**src/rtl/playback_ctrl.sv**
```systemverilog
// Song playback sequencer: STOP/PLAY/PAUSE/DONE control of the beat index, plus volume level and LED bar.
// The loop-at-end input is named repeat_en because "repeat" is a reserved word.
module playback_ctrl #(
    parameter int unsigned LEN0    = 128,
    parameter int unsigned LEN1    = 128,
    parameter int unsigned VOL_RST = 3
) (
    input  logic        clk,
    input  logic        rst,
    input  logic        tick,
    input  logic        play,
    input  logic        repeat_en,
    input  logic        music_sel,
    input  logic        mute,
    input  logic        vol_up,
    input  logic        vol_down,
    output logic [11:0] ibeat,
    output logic        song,
    output logic [2:0]  volume,
    output logic [4:0]  led_vol,
    output logic        silent,
    output logic        done
);

    typedef enum logic [1:0] {ST_STOP, ST_PLAY, ST_PAUSE, ST_DONE} state_t;

    localparam logic [11:0] LAST0   = 12'(LEN0 - 1);
    localparam logic [11:0] LAST1   = 12'(LEN1 - 1);
    localparam logic [2:0]  VOL_INI = 3'(VOL_RST);
    localparam logic [2:0]  VOL_MAX = 3'd5;
    localparam logic [2:0]  VOL_MIN = 3'd1;

    function automatic logic [4:0] therm(input logic [2:0] v);
        case (v)
            3'd1:    therm = 5'b00001;
            3'd2:    therm = 5'b00011;
            3'd3:    therm = 5'b00111;
            3'd4:    therm = 5'b01111;
            3'd5:    therm = 5'b11111;
            default: therm = 5'b00000;
        endcase
    endfunction

    state_t      state_q, state_d;
    logic [11:0] ibeat_q, ibeat_d;
    logic        song_q, song_d;
    logic [2:0]  volume_q, volume_d;
    logic [4:0]  led_vol_q, led_vol_d;
    logic        silent_q, silent_d;
    logic        done_q, done_d;
    logic [11:0] last;

    always_comb begin
        state_d  = state_q;
        ibeat_d  = ibeat_q;
        song_d   = song_q;
        volume_d = volume_q;
        last     = song_q ? LAST1 : LAST0;

        // A song switch takes priority over every per-state transition.
        if (music_sel != song_q) begin
            song_d  = music_sel;
            ibeat_d = '0;
            state_d = play ? ST_PLAY : ST_STOP;
        end else begin
            case (state_q)
                ST_STOP: begin
                    ibeat_d = '0;
                    if (play) state_d = ST_PLAY;
                end
                ST_PLAY: begin
                    if (!play) begin
                        state_d = ST_PAUSE;
                    end else if (tick) begin
                        if (ibeat_q == last) begin
                            if (repeat_en) ibeat_d = '0;
                            else           state_d = ST_DONE;
                        end else begin
                            ibeat_d = ibeat_q + 12'd1;
                        end
                    end
                end
                ST_PAUSE: begin
                    if (play) state_d = ST_PLAY;
                end
                ST_DONE: begin
                    if (!play) begin
                        state_d = ST_STOP;
                        ibeat_d = '0;
                    end else if (repeat_en) begin
                        state_d = ST_PLAY;
                        ibeat_d = '0;
                    end
                end
                default: state_d = ST_STOP;
            endcase
        end

        if (vol_up && !vol_down && volume_q != VOL_MAX)
            volume_d = volume_q + 3'd1;
        else if (vol_down && !vol_up && volume_q != VOL_MIN)
            volume_d = volume_q - 3'd1;

        led_vol_d = mute ? 5'b00000 : therm(volume_d);
        silent_d  = mute || (state_d != ST_PLAY);
        done_d    = (state_d == ST_DONE);
    end

    always_ff @(posedge clk) begin
        if (!rst) begin
            state_q   <= ST_STOP;
            ibeat_q   <= '0;
            song_q    <= 1'b0;
            volume_q  <= VOL_INI;
            led_vol_q <= mute ? 5'b00000 : therm(VOL_INI);
            silent_q  <= 1'b1;
            done_q    <= 1'b0;
        end else begin
            state_q   <= state_d;
            ibeat_q   <= ibeat_d;
            song_q    <= song_d;
            volume_q  <= volume_d;
            led_vol_q <= led_vol_d;
            silent_q  <= silent_d;
            done_q    <= done_d;
        end
    end

    assign ibeat   = ibeat_q;
    assign song    = song_q;
    assign volume  = volume_q;
    assign led_vol = led_vol_q;
    assign silent  = silent_q;
    assign done    = done_q;

endmodule

```
**config.mk**
```make
export PLATFORM = sky130hd
export DESIGN_NAME = playback_ctrl
export DESIGN_NICKNAME = d
export VERILOG_FILES = /design/src/rtl/playback_ctrl.sv
export SDC_FILE = /design/constraint.sdc
export NUM_CORES = 1
export LEC_CHECK = 0
export BUFFER_PORTS_ARGS = -buffer_cell sky130_fd_sc_hd__buf_2
export CORE_MARGIN = 5
export CORE_UTILIZATION = 50
export DETAILED_ROUTE_END_ITERATION = 8
export PLACE_DENSITY_LB_ADDON = 0.08
export SYNTH_ARGS = -nofsm -noshare
export SYNTH_HDL_FRONTEND = slang
export SYNTH_SLANG_ARGS = --single-unit
```
**constraint.sdc**
```tcl
create_clock -name clk -period 2.05 [get_ports clk]
set_input_delay 0.3075 -clock clk [delete_from_list [all_inputs] [get_ports clk]]
set_output_delay 0.3075 -clock clk [all_outputs]
set_load 0.03 [all_outputs]
```
Word-level counts from Yosys, hierarchy flattened. Index checks and enable logic that the tools add are counted.

Register bits after elaboration: 25. Bits of input ports: 9. Output and inout port bits: 23.

Add/subtract/negate cells: 3. Eq/ne operators: 16. Muxes and demuxes: 22. Bitwise gates (word level): 1. Reduce and logical (&&, ||, !) cells: 12.

Operators by type and width (number): $mux 12 (5); $pmux 12 s3 (1); $pmux 5 s5 (1); $mux 2 (8); $add 12x1->12 const B (1); $eq 12x7->1 const B (1); $mux 5 (2); $mux 3 (3); $eq 2x2->1 const B (3); $eq 3x2->1 const B (2); $eq 3x3->1 const B (2); $pmux 2 s3 (1); $logic_and 1x1->1 (4); $ne 2x2->1 const B (2); $reduce_or 2->1 (2); $add 3x1->3 const B (1); $eq 3x1->1 const B (1); $ne 3x1->1 const B (1); $ne 3x3->1 const B (1); $reduce_and 3->1 (1); $reduce_bool 3->1 (1); $sub 3x1->3 const B (1); $eq 2x1->1 const B (1); $logic_not 1->1 (2); 6 further kinds (6).

Depth between registers and ports, before layout.
Word-level depth: 9. Gate-level depth with buffers: 7. Gate-level depth less buffers: 7.

Worst setup path after synthesis. Ideal clock, no wire load.

Path type: register -> register. Start: register volume_q[0], in the netlist volume[0]. End: register led_vol_q[0], in the netlist led_vol[0]. Arrival: 1.922 ns. Path slack: -0.012 ns. Cell stages (with the launch flop): 7. Path buffers: 0. Period minus slack after synthesis: 2.062 ns. Cells stage by stage: dfxtp_1 > inv_1 > ha_1 > a2111oi_0 > a31oi_1 > a2111oi_0 > a311oi_1.

Longest elaborated chain between the ends: 8.

Ends and longest elaborated chain: from (decl) (line 47) `logic [2:0] volume_q, volume_d;`; from (signal assigned) (line 122) `volume_q <= volume_d;`; parallel branches: the longest is 3 deep, another holds $sub 3x1->3; $mux 3 * (line 99) `if (vol_up && !vol_down && volume_q != VOL_MAX)`; $eq 3x3->1 (tied with other cells) (line 34) `case (v)`; $pmux 5 s5 * (line 34); $mux 5 * (line 104) `led_vol_d = mute ? 5'b00000 : therm(volume_d);`; $mux 5 * (line 110) `if (!rst) begin`; to (signal assigned) (line 115) `led_vol_q <= mute ? 5'b00000 : therm(VOL_INI);`; to (signal assigned) (line 123) `led_vol_q <= led_vol_d;`; to (decl) (line 48) `logic [4:0] led_vol_q, led_vol_d;`.

Every way passes the cells marked *. A chain may end at the register's enable or synchronous reset.

Worst setup path after layout. Same ends and word-level chain as after synthesis.

==> run metrics <==
initial antenna violation count=0; worst r2r path cells=6; Worst-path clk slew=150 ps; clk_lat worst skew=330 ps; hold crit path type=in2reg; slew margin rel.=0.668; TritonCTS clock tree=yes; first-pass GRT wire length=6820 um; Max Cap Viol=0; share of cells above drive strength 1=0.257; crit end category=flip-flop; maximum root-to-sink buffer count=2; number of flops mapped to enable cells by yosys=0; DP Worst Slack=28.7 ps; most frequent cells in the layout=buf_2, dfxtp_1, nor2_1; max-slew violation count=0; Seq. cell area=503 um^2; ant diodes=0; TritonRoute pass-1 iters=4; Initial DRC Count=118; commonest non-fill, non-tap cell in the layout=buf_2; Initial Utilization=0.516; Mapped Area=0.00155 mm^2; non-filler instance count after layout=259; routability cong.=0.890; area delta synth->final=17.6%; CTS sink cnt=25; synthesized flop and latch total=25; area post-placement=0.00177 mm^2; status=finished clean; r2r startpoint=volume[0]$_SDFF_PN1_; CP startpoint kind=flip-flop; P_leak=0.000775 uW; Die Y=65.7 um; fmax=0.511 GHz; share of the synthesized area in the top cell type=0.323; Critical Path Sink=led_vol[0]$_DFF_P_; fin area=0.00182 mm^2; RSZ-0062 raised after global routing=yes; r2r endpoint=led_vol[0]$_DFF_P_; largest net degree at the start of global routing=17; die width=65.7 um; drt total wl=4030 um; asr flop ratio synth=0; Layout Nets=240; largest cells by area after synthesis=dfxtp_1, a21oi_1, a31oi_1, nand3_1, nor2_1; total track usage=0.198; area leader, netlist=dfxtp_1; Synth Warn #=0; Routed Antenna Nets=0; post-DP HPWL=3060 um; number of global-route vias before repair=1454; Net Count, Synth=199; Crit Path Class=reg2reg; Yosys cell types=52; predominant post-synthesis flop cell=dfxtp_1; Seq/Total Area, Yosys=0.323; Critical Path RT=2300 ps; DRC viols=0; Mapped Cells=186; H-tree levels=1; Port Buffers=31; period utilization=0.955; routed vias=1577; crit path DAT=2210 ps; pwr/cell area=571 mW/mm^2; fin crit period=1960 ps; FP Rows=20; Inst Count DP=253; final setup vio count=0; # fillers=286; Vias/cell=6.09; # IOs=32; die area=0.00431 mm^2; Worst Slack Setup Final=91.3 ps; setup slack, reg-to-reg=90 ps; CTS Root Cell=clkbuf_4; Least-Margin Pin Slew=493 ps; peak supply drop=0.000357 V; remaining global-route overflow=0; Mean Syn Cell Area=8.33 um^2; Multi-input gate area=967 um^2; Final Hold Fails=0; Clock Skews=7.14 ps; core region area=0.00300 mm^2; Num CTS Buffers=3; Crit. Startpoint=volume[0]$_SDFF_PN1_; Routed wire per std cell=15.6 um; # hold bufs at CTS=0; crit-path max FO=5
-- worst max-delay path, stage by stage (launching register included) --
cell and delay (ps):
dfxtp_2 400, inv_1 90, ha_1 330, a2111oi_1 420, a31oi_1 180, and2_1 210, a311oi_1 250
-- worst min-delay path by stage --
| stage | from | endpoint | cells after the start |
|---|---|---|---|
| finish | mute | led_vol[1]$_DFF_P_ | 2 |
| global route | mute | led_vol[1]$_DFF_P_ | 2 |
| CTS | mute | led_vol[1]$_DFF_P_ | 2 |
| detailed placement | ibeat[11]$_SDFFE_PP0P_ | ibeat[11]$_SDFFE_PP0P_ | 2 |
| global placement | ibeat[11]$_SDFFE_PP0P_ | ibeat[11]$_SDFFE_PP0P_ | 2 |
| floorplan | mute | led_vol[1]$_DFF_P_ | 1 |
-- through the flow --
step	setup TNS, ps	hold WS, ps	total power (uW)	util
final	0	177	1040	0.607
after CTS	0	168	1040	0.599
after global placement	0	516	789	0.588
after detailed placement	0	527	799	0.588
after floorplan	0	377	726	-
after global routing	-35.3	150	1110	0.607
-- registers in the layout, summed over array words and instances, names as in the netlist --
| signal | cells |
|---|---|
| song | 1 |
| state_q | 2 |
| silent | 1 |
| led_vol | 5 |
| volume | 3 |
| ibeat | 12 |
| done | 1 |
-- per-layer routing --
metal	up-vias	global-route usage	wire length, um
met5	-	0	0
met4	0	0.0596	57
met3	6	0.0359	208
met2	48	0.315	1870
met1	740	0.269	1900
li1	783	-	-
-- Yosys cell counts (8+ instances only) --
cell     count
a31oi_1     11
nor2_1      15
dfxtp_1     25
inv_1        9
nand3_1     13
o21ai_0      8
nand2_1      9
a21oi_1     14
-- timing repair --
item,in CTS,in global routing
buffers inserted,0,2
setup endpoints to repair,1,5
gates resized for setup,1,3
pin swaps,0,1
-- logic make-up (layout without fill, tap and decap cells) --
family	after synthesis	in the layout	share of synthesized area
flip-flops	25	25	0.323
multiplexers	3	3	0.0202
AND/OR/NAND/NOR	73	73	0.271
adder cells (fa/ha/maj)	4	4	0.0323
XOR/XNOR	5	5	0.0283
AO/OA/AOI/OAI	60	60	0.267
buffers and inverters	16	56	0.0573
-- final cells by class --
class	instances	area share
multi-input combinational	145	0.531
sequential	25	0.276
timing repair buffer	43	0.135
tap	33	0.0227
inverter	9	0.0185
clock buffer	3	0.0124
clock inverter	1	0.00481
-- where the power goes --
group	switching (uW)	leakage, uW	internal (uW)
Clock	161	0.0000183	79.6
Combinational	170	0.000553	98.4
Sequential	20.6	0.000203	509
Total	352	0.000775	687
(Power assumes the default switching activity.)
